===== config.mk =====
export PLATFORM = sky130hd
export DESIGN_NAME = serial_adder
export DESIGN_NICKNAME = d
export VERILOG_FILES = /design/src/rtl/serial_adder.sv
export SDC_FILE = /design/constraint.sdc
export NUM_CORES = 1
export LEC_CHECK = 0
export BUFFER_PORTS_ARGS = -buffer_cell sky130_fd_sc_hd__buf_4
export CAP_MARGIN = 25
export CORE_ASPECT_RATIO = 0.5
export CORE_UTILIZATION = 52
export CTS_CLUSTER_SIZE = 16
export DETAILED_ROUTE_END_ITERATION = 12
export HOLD_SLACK_MARGIN = 0.06
export PLACE_DENSITY_LB_ADDON = 0.2
export SLEW_MARGIN = 20
export SYNTH_ARGS = -nofsm -noshare
export SYNTH_HDL_FRONTEND = slang
export SYNTH_SLANG_ARGS = --single-unit

===== constraint.sdc =====
create_clock -name clk -period 1.4 [get_ports clk]
set_input_delay 0.14 -clock clk [delete_from_list [all_inputs] [get_ports clk]]
set_output_delay 0.14 -clock clk [all_outputs]
set_load 0.02 [all_outputs]

===== src/rtl/serial_adder.sv =====
// serial_adder: bit-serial WIDTH-bit adder.
//
// Operands are accepted in parallel through a start handshake, then fed one
// bit pair per clock, LSB first, into the fa_using_ha full adder cell. A
// carry flop closes the loop and sum bits are shifted into the result
// register from the MSB end. After WIDTH shift cycles the result is
// presented through a done handshake.
//
// Ports:
//   clk          system clock, rising edge
//   rst_n        asynchronous active-low reset
//   start_valid  a_in / b_in / cin are valid
//   start_ready  block can accept operands (IDLE only)
//   a_in, b_in   operands, sampled on acceptance only
//   cin          carry-in, sampled on acceptance only
//   sum_out      result, valid while done_valid is high
//   cout         final carry, valid while done_valid is high
//   done_valid   result available
//   done_ready   consumer takes the result
//   busy         high while shifting
//   state_dbg    current FSM state (0 IDLE, 1 SHIFT, 2 DONE)
//
// Handshake rule (both channels): a transfer happens on a rising edge where
// valid and ready are both high. start_ready and done_valid are decoded from
// registered state only, so neither depends combinationally on the other side.

module half_adder (
  input  logic a,
  input  logic b,
  output logic sum,
  output logic carry
);
  assign sum   = a ^ b;
  assign carry = a & b;
endmodule

module fa_using_ha (
  input  logic a,
  input  logic b,
  input  logic c,
  output logic sum,
  output logic carry
);
  logic s1, c1, c2;

  half_adder u_ha0 (.a(a),  .b(b), .sum(s1),  .carry(c1));
  half_adder u_ha1 (.a(s1), .b(c), .sum(sum), .carry(c2));

  // Both half adders can never carry at once, so OR is enough.
  assign carry = c1 | c2;
endmodule

module serial_adder #(
  parameter int WIDTH = 8
) (
  input  logic             clk,
  input  logic             rst_n,
  input  logic             start_valid,
  output logic             start_ready,
  input  logic [WIDTH-1:0] a_in,
  input  logic [WIDTH-1:0] b_in,
  input  logic             cin,
  output logic [WIDTH-1:0] sum_out,
  output logic             cout,
  output logic             done_valid,
  input  logic             done_ready,
  output logic             busy,
  output logic [1:0]       state_dbg
);

  localparam int CW = $clog2(WIDTH + 1);

  typedef enum logic [1:0] {
    IDLE  = 2'd0,
    SHIFT = 2'd1,
    DONE  = 2'd2
  } state_t;

  state_t state, next_state;

  logic [WIDTH-1:0] a_sh, b_sh, res, res_next;
  logic             carry_q;
  logic [CW-1:0]    cnt;
  logic             fa_sum, fa_carry;
  logic             accept;
  logic             last_bit;

  fa_using_ha u_fa (
    .a     (a_sh[0]),
    .b     (b_sh[0]),
    .c     (carry_q),
    .sum   (fa_sum),
    .carry (fa_carry)
  );

  // New sum bit enters at the MSB; after WIDTH shifts bit 0 holds the LSB.
  generate
    if (WIDTH == 1) begin : g_res_one
      assign res_next = fa_sum;
    end else begin : g_res_multi
      assign res_next = {fa_sum, res[WIDTH-1:1]};
    end
  endgenerate

  assign last_bit = (cnt == CW'(WIDTH - 1));

  // State register
  always_ff @(posedge clk or negedge rst_n) begin
    if (!rst_n) begin
      state <= IDLE;
    end else begin
      state <= next_state;
    end
  end

  // Next-state and handshake decodes
  always_comb begin
    next_state  = state;
    start_ready = 1'b0;
    done_valid  = 1'b0;
    busy        = 1'b0;
    accept      = 1'b0;
    case (state)
      IDLE: begin
        start_ready = 1'b1;
        accept      = start_valid;
        if (start_valid) next_state = SHIFT;
      end
      SHIFT: begin
        busy = 1'b1;
        if (last_bit) next_state = DONE;
      end
      DONE: begin
        done_valid = 1'b1;
        if (done_ready) next_state = IDLE;
      end
      default: next_state = IDLE;
    endcase
  end

  // Datapath
  always_ff @(posedge clk or negedge rst_n) begin
    if (!rst_n) begin
      a_sh    <= '0;
      b_sh    <= '0;
      res     <= '0;
      carry_q <= 1'b0;
      cnt     <= '0;
    end else if (accept) begin
      a_sh    <= a_in;
      b_sh    <= b_in;
      res     <= '0;
      carry_q <= cin;
      cnt     <= '0;
    end else if (state == SHIFT) begin
      a_sh    <= a_sh >> 1;
      b_sh    <= b_sh >> 1;
      res     <= res_next;
      carry_q <= fa_carry;
      cnt     <= cnt + CW'(1);
    end
  end

  // Result and carry are registers; they are frozen outside SHIFT.
  assign sum_out   = res;
  assign cout      = carry_q;
  assign state_dbg = state;

endmodule


# Word level (Yosys, flattened, before mapping)
# Index checks and enable logic that the tools add are counted.
dict set report totals {
  reg_bits 31
  latch_bits 0
  ram_bits 0
  romBits 0
  in_bits 21
  out_inout_bits 14
  word_cells 39
  memories 0
}
dict set report classes {
  add_sub_neg 1
  n_mul 0
  n_div 0
  magnitude_cmp 0
  eq_ne 6
  n_shift 0
  muxes 18
  n_bitwise 5
  reduce_logical 3
}
# operator count
set ops {}
lappend ops {{$mux 8} 6}
lappend ops {{$mux 4} 2}
lappend ops {{$mux 1} 6}
lappend ops {{$mux 2} 3}
lappend ops {{$ne 2x2->1 const B} 3}
lappend ops {{$pmux 2 s3} 1}
lappend ops {{$add 4x1->4 const B} 1}
lappend ops {{$eq 4x3->1 const B} 1}
lappend ops {{$reduce_and 3->1} 1}
lappend ops {{$and 1x1->1} 2}
lappend ops {{$eq 2x1->1 const B} 1}
lappend ops {{$eq 2x2->1 const B} 1}
lappend ops {{$logic_not 2->1} 1}
lappend ops {{$reduce_bool 2->1} 1}
lappend ops {{$xor 1x1->1} 2}
lappend ops {{$or 1x1->1} 1}

# Longest topological paths before layout
# Gate-level depths: netlist of the first run.
dict set report depth {
  word_depth 5
  depth_mapped 6
  depth_no_buf 4
}

# By module
# From an unflattened synthesis of the first run, not the netlist that was laid out.
dict set report unflattened {
  cells_unflattened 140
  area_unflattened_um2 1432.6
}
# module n_inst cells_per_inst area_each_um2 seq_area_each_um2
set by_module_without_submodules {}
lappend by_module_without_submodules {serial_adder 1 137 1401.3 775.7}
lappend by_module_without_submodules {half_adder 2 1 12.5 0.0}
lappend by_module_without_submodules {fa_using_ha 1 1 6.3 0.0}

# Worst setup path after synthesis of the first run
# No wires, ideal clock.
dict set report synth_path {
  kind {reg2reg}
  startpoint {register state[1], in the netlist state_dbg[1]}
  endpoint {register a_sh[0]}
  t_arrival_ns 1.167
  required_ns 1.278
  setup_slack_ns 0.111
  stages_incl_launch_ff 7
  n_path_buf 2
  path_cell_list {dfrtp_1 > nand2b_1 > buf_6 > inv_6 > buf_8 > a22oi_2 > nand2_1}
}
dict set report synth_via {
  elab_chain_cells 3
  elab_cells_between_ends 5
  cone_classes {1 x eq/ne; 2 x mux; 2 x reduce/logical}
}
# item line
set synth_lines {}
lappend synth_lines {{start, declared} 79} ;# state_t state, next_state;
lappend synth_lines {{start signal, assigned} 112} ;# state <= next_state;
lappend synth_lines {{$logic_not 2->1} 123} ;# case (state)
lappend synth_lines {{$mux 1} 123}
lappend synth_lines {{$mux 8 or $reduce_bool 2->1 (tied branches)} --}
lappend synth_lines {{end signal, assigned} 150} ;# a_sh <= a_in;
lappend synth_lines {{end signal, assigned} 156} ;# a_sh <= a_sh >> 1;
lappend synth_lines {{end, declared} 81} ;# logic [WIDTH-1:0] a_sh, b_sh, res, res_next;
# Parallel ways exist; a longest one is shown, timed or not.
# A chain may end at the register's enable or synchronous reset.

# Worst setup path after layout of the first run
dict set report layout_path {
  startpoint {register state[0], in the netlist state_dbg[0]}
  endpoint {output port done_valid}
}
dict set report layout_via {
  elab_chain_cells 2
}
# item line
set layout_lines {}
lappend layout_lines {{$eq 2x2->1} 123}
lappend layout_lines {{$mux 1} 123}
lappend layout_lines {{end, declared} 65} ;# output logic done_valid,
# Every way passes these cells.

==> impl_metrics.yaml, run 1 <==
sta:
  period_minus_slack_ns: 1.35
  fmax_mhz: 741
  finalClockSkew_ns: 0.00431
  worst_slew_pin_slew_ns: 0.386
  holdWs_ns: 0.0679
  hold_viol: 0
  setup_viol: 0
  fin_crit_sh: 0.964
  grt_setup_unrepaired: "false"
  slew_viol_final: 0
  fin_tns_setup_ns: 0
  layout_setup_ws_ns: 0.0505
  slew-limit-headroom: 0.742
clock_tree:
  clock-sinks: 31
  htree_num_levels: 2
  post_cts_buffers: 0
  clockRootBuffer: "clkbuf_8"
  cts_max_path_buffers: 2
  cts_tree: "built"
  cts.clk_slew.worst_paths_ns: 0.06
  numCtsBuffers: 5
  insertion_delay_ns: 0.28
global_routing:
  grt_first_pass_wirelength_mm: 4.88
  grt_max_degree: 32
  overflow: 0
  grtUsageTotal: 0.231
  grt_pass1_vias: 1027
  grt_antenna_before_repair: 0
place:
  placed_area_um2: 1690
  placedCellCount: 203
  dp_hpwl_mm: 1.85
  place_congestion: 0.690
  port_buffers: 34
  dp_slack_ns: 0.0912
cells_and_area:
  num_antenna_cells: 0
  syn2layout_area_growth_pct: 28.5
  multi_input_area_um2: 578
  drive_above_1_share: 0.346
  nets: 201
  fillers: 168
  final_area_um2: 1830
  final-seq-area_um2: 778
  fin_cells: 214
status:
  status: "finished clean"
detailed_routing:
  first_pass_iters: 4
  post_drt_wl_per_cell_um: 13.3
  vias: 1107
  drtAntennaViolNets: 0
  drt_wl_total_mm: 2.84
  dr.first_iter.drc_count: 56
  drc_errors: 0
  via_per_inst: 5.17
die:
  die_area_um2: 2960
  die_h_um: 39.0
  start_util: 0.595
  fp-row-count: 12
  pin_count: 35
  core_area_um2: 2390
  die_w_um: 75.9
logic_synthesis:
  ys_warn_count: 0
  synthCells: 138
  ys_ff_latch: 31
  seq_area_frac_synth: 0.546
  syn-cell-area_um2: 1420
  avgSynthCellArea_um2: 10.3
  synth_fp_nets: 161
  yosysUniqueCellTypes: 25
worst_setup_path:
  r2r_start: "state_dbg[0]"
  crit_type: "flip-flop to primary output"
  critPathCapture: "done_valid"
  crit_required_ns: 1.26
  arrival_ns: 1.21
  timing.rr.end: "sum_out[7]"
  rrSetupSlack_ns: 0.11
  cp-end-kind: "primary output"
  cp_max_fo: 6
  crit_path_start: "state_dbg[0]"
  ff2ff_path_depth: 3
  start_kind: "flip-flop"
power:
  power_leakage_uw: 0.000906
  vdd_drop_max_mv: 0.990
  powerDensity_nw_per_um2: 2180
run:
  drv_cap: 0
min_path:
  hold_path_class: "input port to flip-flop"
==> synth_stat cells <==
| cell | n | area [um^2] |
|---|---|---|
| a21o_1 | 1 | 7.51 |
| a22oi_1 | 5 | 37.5 |
| a22oi_2 | 10 | 125 |
| buf_2 | 1 | 5.00 |
| buf_4 | 3 | 22.5 |
| buf_6 | 2 | 22.5 |
| buf_8 | 1 | 15.0 |
| clkbuf_1 | 1 | 3.75 |
| dfrtp_1 | 31 | 776 |
| fa_1 | 1 | 20.0 |
| ha_1 | 1 | 12.5 |
| inv_1 | 1 | 3.75 |
| inv_6 | 1 | 8.76 |
| mux2i_1 | 1 | 10.0 |
| nand2_1 | 54 | 203 |
| nand2b_1 | 3 | 18.8 |
| nand4_1 | 1 | 6.26 |
| nor2_1 | 1 | 3.75 |
| nor3b_1 | 1 | 7.51 |
| nor3b_2 | 1 | 12.5 |
| o21ai_0 | 13 | 65.1 |
| o21bai_1 | 1 | 7.51 |
| o21bai_2 | 1 | 11.3 |
| o32ai_1 | 1 | 8.76 |
| or2b_1 | 1 | 7.51 |
==> cell type report <==
type,count,area share
clock buffer,8,0.0548
inverter,2,0.00822
multi-input combinational,97,0.316
sequential,31,0.426
tap,35,0.0240
timing repair buffer,40,0.167
timing repair inverter,1,0.00342
==> flip-flops by register name, summed over array words and instances, names as in the netlist <==
signal,cells
a_sh,8
cout,1
sum_out,8
state_dbg,2
cnt,4
b_sh,8
==> where the power goes <==
part / internal [uW] / switching [uW]
logic: 700 / 938
registers: 1280 / 300
clock network: 448 / 319
total: 2420 / 1560
==> worst min-delay path by stage <==
| stage | cells after the start | slack [ns] | endpoint | start |
|---|---|---|---|---|
| after floorplan | 0 | -0.16 | a_sh[0] | rst_n |
| after global placement | 1 | 0.09 | sum_out[0] | rst_n |
| after detailed placement | 1 | 0.1 | sum_out[0] | rst_n |
| after CTS | 3 | 0.06 | a_sh[7] | a_in[7] |
| after global routing | 3 | 0.07 | cout | cin |
| final | 3 | 0.07 | a_sh[7] | a_in[7] |
==> metal layers <==
metal / wire length (um) / track usage / vias to the layer above
met3: 169 / 0.0753 / 4
met5: 0 / 0 / -
met1: 1370 / 0.285 / 527
met4: 23 / 0.0577 / 0
met2: 1280 / 0.409 / 33
li1: - / - / 543
==> worst max-delay path, cell delays in order, from the launching register on <==
cell	delay, ns
dfrtp_2	0.47
or2b_1	0.27
inv_1	0.06
buf_4	0.13
==> logic make-up after synthesis <==
family                     synth area share
buffers and inverters                0.0572
DFF                                   0.546
muxes                               0.00704
and+or+nand+nor                       0.182
AOI/OAI and AO/OA                     0.185
adders and majority gates            0.0229
==> layout by cell type (no fill, tap or decap), drive strengths merged, types with 3 or more instances in the layout <==
cell    Yosys  layout
nand2      54      54
buf         7      38
dfrtp      31      31
a22oi      15      15
o21ai      13      13
clkbuf      1       8
nand2b      3       3
inv         2       3
==> timing repair <==
action	4_1_cts	5_1_grt
resized for setup	5	1
endpoints found under the hold margin	32	0
hold buffers	2	0
cloned	1	0
endpoints found under the setup margin	1	3
==> per-stage QoR <==
step / utilization / power (uW)
after CTS: 0.765 / 4000
final: 0.765 / 3980
after detailed placement: 0.707 / 3160
after global routing: 0.765 / 4270
after floorplan: - / 2690
after global placement: 0.707 / 3080
Power figures use the tool's default switching activity.
==> inputs of run 2 (changes only) <==
--- a/config.mk
+++ b/config.mk
@@ -12,7 +12,7 @@
 export CTS_CLUSTER_SIZE = 16
 export DETAILED_ROUTE_END_ITERATION = 12
 export HOLD_SLACK_MARGIN = 0.06
-export PLACE_DENSITY_LB_ADDON = 0.2
+export PLACE_DENSITY = 0.82
 export SLEW_MARGIN = 20
 export SYNTH_ARGS = -nofsm -noshare
 export SYNTH_HDL_FRONTEND = slang
==> impl_metrics.yaml, run 2 (synthesis gave the netlist of run 1 again) <==
cells_and_area:
  drive_above_1_share: 0.359
  final_cell_mix: "54 x nand2_1, 38 x buf_4, 30 x dfrtp_1"
  post-route-util: 0.781
  nets: 206
  syn2layout_area_growth_pct: 31.2
  multi_input_area_um2: 578
  final-seq-area_um2: 777
  fillers: 162
  fin_cells: 219
  final_common_cell: "nand2_1"
  num_antenna_cells: 0
worst_setup_path:
  crit_required_ns: 1.26
  cp-end-kind: "primary output"
  start_kind: "flip-flop"
  cp_max_fo: 5
  arrival_ns: 1.19
  crit_type: "flip-flop to primary output"
clock_tree:
  numCtsBuffers: 5
  clock-sinks: 31
  cts.clk_slew.worst_paths_ns: 0.07
  insertion_delay_ns: 0.28
  cts_tree: "built"
  clockRootBuffer: "clkbuf_8"
  cts_max_path_buffers: 2
  htree_num_levels: 2
sta:
  hold_viol: 0
  worst_slew_pin_slew_ns: 0.381
  layout_setup_ws_ns: 0.0681
  slew-limit-headroom: 0.746
  grt_setup_unrepaired: "true"
  fin_crit_sh: 0.951
  setup_viol: 0
  finalClockSkew_ns: 0.00391
  period_minus_slack_ns: 1.33
  slew_viol_final: 0
  fmax_mhz: 751
die:
  pin_count: 35
  core_area_um2: 2390
  fp-row-count: 12
  die_area_um2: 2960
  start_util: 0.595
  die_h_um: 39.0
  die_w_um: 75.9
place:
  dp_slack_ns: 0.127
  port_buffers: 34
  dp_hpwl_mm: 1.89
  place_congestion: 0.738
  placedCellCount: 204
detailed_routing:
  vias: 1128
  post_drt_wl_per_cell_um: 13.9
  dr.first_iter.drc_count: 70
  via_per_inst: 5.15
  first_pass_iters: 4
  drt_wl_total_mm: 3.03
  drtAntennaViolNets: 0
  drc_errors: 0
power:
  powerDensity_nw_per_um2: 2120
  power_leakage_uw: 0.000929
  total_power_uw: 3960
  vdd_drop_max_mv: 1.09
global_routing:
  grt_pass1_vias: 1022
  grt_first_pass_wirelength_mm: 5.02
  grtUsageTotal: 0.241
  overflow: 0
  grt_antenna_before_repair: 0
  grt_max_degree: 32
min_path:
  hold_path_class: "input port to flip-flop"
status:
  status: "finished clean"
run:
  drv_cap: 0
==> run 2: cell types whose count changed in the layout (fill, tap and decap cells not counted), sizes merged <==
cell         previous run  this run
buf                    38        42
clkbuf                  8         5
clkinv                  0         3
dlygate4sd3             2         3
==> run 2: layout make-up <==
class                           count  area share
Inverter                            2     0.00805
Clock inverter                      3     0.00805
Tap cell                           35      0.0235
Timing Repair Buffer               45       0.193
Timing Repair inverter              1     0.00336
Clock buffer                        5      0.0369
Sequential cell                    31       0.417
Multi-Input combinational cell     97       0.310
==> run 2: stage by stage <==
step           hold slack, ns  TNS (ns)  cell area [um^2]
2_1_floorplan          -0.156         0              1420
3_5_place_dp           0.0905         0              1700
4_1_cts                0.0609         0              1850
3_3_place_gp           0.0915         0              1700
6_report               0.0647         0              1860
5_1_grt                0.0644   -0.0116              1860
==> run 2: where the power goes <==
part | internal [uW] | total, uW | switching [uW]
Combinational | 749 | 1730 | 979
Sequential | 1270 | 1560 | 284
Clock | 339 | 670 | 331
Total | 2360 | 3960 | 1590
==> run 2: critical path, cell delays in order (launching register included) <==
cell	delay, ns
dfrtp_1	0.37
buf_6	0.12
or2b_1	0.24
inv_1	0.07
buf_6	0.11
==> run 2: path summary, 6_finish.rpt <==
check                        startpoint            to  slack (ns)  cells past startpoint
max in group asynchronous         rst_n  state_dbg[0]        0.77                      2
max reg2reg                state_dbg[0]       a_sh[7]        0.08                      5
min reg2reg                     b_sh[1]       b_sh[1]        0.48                      2
min                             b_in[3]       b_sh[3]        0.06                      3
max                        state_dbg[1]    done_valid        0.07                      4
min in group asynchronous         rst_n       b_sh[3]        0.32                      2
==> run 2: per-layer routing <==
metal | GRT usage | routed length, um | vias up
li1 | - | - | 553
met1 | 0.301 | 1310 | 526
met2 | 0.391 | 1430 | 40
met3 | 0.0635 | 194 | 9
met4 | 0.154 | 95 | 0
met5 | 0 | 0 | -
==> run 2: timing repair <==
| item | CTS | global route |
|---|---|---|
| gates cloned | 1 | 0 |
| pin swaps | 0 | 1 |
| hold endpoints to repair | 33 | 0 |
| endpoints found under the setup margin | 1 | 18 |
| gates resized for setup | 3 | 6 |
| hold buffers | 3 | 0 |
| setup buffers | 2 | 1 |
==> inputs of run 3 (changes only) <==
--- a/config.mk
+++ b/config.mk
@@ -7,7 +7,6 @@
 export LEC_CHECK = 0
 export BUFFER_PORTS_ARGS = -buffer_cell sky130_fd_sc_hd__buf_4
 export CAP_MARGIN = 25
-export CORE_ASPECT_RATIO = 0.5
 export CORE_UTILIZATION = 52
 export CTS_CLUSTER_SIZE = 16
 export DETAILED_ROUTE_END_ITERATION = 12
==> impl_metrics.yaml, run 3 (synthesis gave the netlist of run 1 again) <==
cells_and_area:
  final-seq-area_um2: 777
  final_cell_mix: "54 x nand2_1, 41 x buf_4, 30 x dfrtp_1"
  nets: 223
  final_common_cell: "nand2_1"
  fillers: 170
  num_antenna_cells: 0
  final_area_um2: 1980
  multi_input_area_um2: 578
  drive_above_1_share: 0.322
  syn2layout_area_growth_pct: 39.0
  post-route-util: 0.783
global_routing:
  grtUsageTotal: 0.257
  grt_pass1_vias: 1137
  grt_antenna_before_repair: 0
  grt_max_degree: 32
  grt_first_pass_wirelength_mm: 5.03
  overflow: 0
status:
  status: "finished clean"
detailed_routing:
  drtAntennaViolNets: 0
  drc_errors: 0
  via_per_inst: 5.19
  first_pass_iters: 4
  drt_wl_total_mm: 3.28
  dr.first_iter.drc_count: 32
  post_drt_wl_per_cell_um: 14.3
  vias: 1188
sta:
  finalClockSkew_ns: 0.00746
  hold_viol: 0
  grt_setup_unrepaired: "true"
  slew-limit-headroom: 0.740
  slew_viol_final: 0
  holdWs_ns: 0.150
  period_minus_slack_ns: 1.36
  fmax_mhz: 733
  setup_viol: 0
  worst_slew_pin_slew_ns: 0.390
  fin_crit_sh: 0.974
clock_tree:
  htree_num_levels: 2
  numCtsBuffers: 5
  cts_max_path_buffers: 2
  cts.clk_slew.worst_paths_ns: 0.09
  clock-sinks: 31
  cts_tree: "built"
  insertion_delay_ns: 0.34
  clockRootBuffer: "clkbuf_4"
worst_setup_path:
  cp-end-kind: "primary output"
  arrival_ns: 1.22
  start_kind: "flip-flop"
  cp_max_fo: 5
  crit_required_ns: 1.26
  crit_type: "flip-flop to primary output"
die:
  pin_count: 35
  die_w_um: 54.3
  core_area_um2: 2520
  die_h_um: 54.3
  die_area_um2: 2950
  fp-row-count: 18
  start_util: 0.563
power:
  swShare: 0.410
  vdd_drop_max_mv: 1.37
  comb_power_share: 0.466
  seqPwrFrac: 0.409
  powerDensity_nw_per_um2: 1910
  switchingPower_uw: 1550
  power_leakage_uw: 0.000976
  clkPwrFrac: 0.124
  p_int_uw: 2230
min_path:
  hold_path_class: "input port to flip-flop"
place:
  placed_area_um2: 1690
  place_congestion: 0.854
  dp_hpwl_mm: 1.92
  port_buffers: 34
run:
  drv_cap: 0
-- run 3: path summary, 6_finish.rpt --
check | startpoint | end | slack, ns | depth (start not counted)
max reg2reg | state_dbg[1] | a_sh[7] | 0.05 | 5
max in group asynchronous | rst_n | state_dbg[0] | 0.83 | 2
min | start_valid | cnt[0] | 0.15 | 4
min in group asynchronous | rst_n | cnt[2] | 0.26 | 2
max | state_dbg[1] | done_valid | 0.04 | 4
min reg2reg | b_sh[2] | b_sh[2] | 0.48 | 2
-- run 3: metrics by stage --
step	total power, uW	worst slack [ns]	cells	TNS, ns
floorplan	2690	0.111	138	0
CTS	3770	0.0267	228	0
detailed placement	3160	0.106	199	0
finish	3770	0.0366	229	0
global placement	3090	0.158	199	0
global route	4050	-0.0192	229	-0.0893
-- run 3: power by group through the flow --
stage | combinational [uW] | clock [uW] | sequential, uW
final | 1760 | 468 | 1550
after CTS | 1750 | 469 | 1550
after floorplan | 1020 | 0 | 1670
after detailed placement | 1590 | 0 | 1580
after global routing | 1940 | 503 | 1610
after global placement | 1530 | 0 | 1560
-- run 3: per-layer routing --
| layer | wire length (um) | vias to the layer above | global-route usage |
|---|---|---|---|
| li1 | - | 587 | - |
| met1 | 1360 | 548 | 0.297 |
| met2 | 1650 | 42 | 0.419 |
| met3 | 184 | 11 | 0.0972 |
| met4 | 85 | 0 | 0.120 |
| met5 | 0 | - | 0 |
-- run 3: worst max-delay path: stages, from the launching register on --
cell and delay, ns:
dfrtp_1 0.36, buf_6 0.11, or2b_1 0.23, inv_1 0.07, buf_6 0.11
-- run 3: what timing repair did --
| action | 4_1_cts | 5_1_grt |
|---|---|---|
| setup buffers | 3 | 1 |
| setup endpoints to repair | 2 | 15 |
| gates resized for setup | 5 | 2 |
| gates cloned | 1 | 0 |
| hold buffers | 19 | 0 |
| hold endpoints to repair | 49 | 0 |
-- run 3: final cells by class --
cell class                 instances  area share
clock buffer                       6      0.0209
inverter                           2     0.00760
multi-input combinational         97       0.293
sequential                        31       0.393
tap                               30      0.0190
timing repair buffer              62       0.263
timing repair inverter             1     0.00317
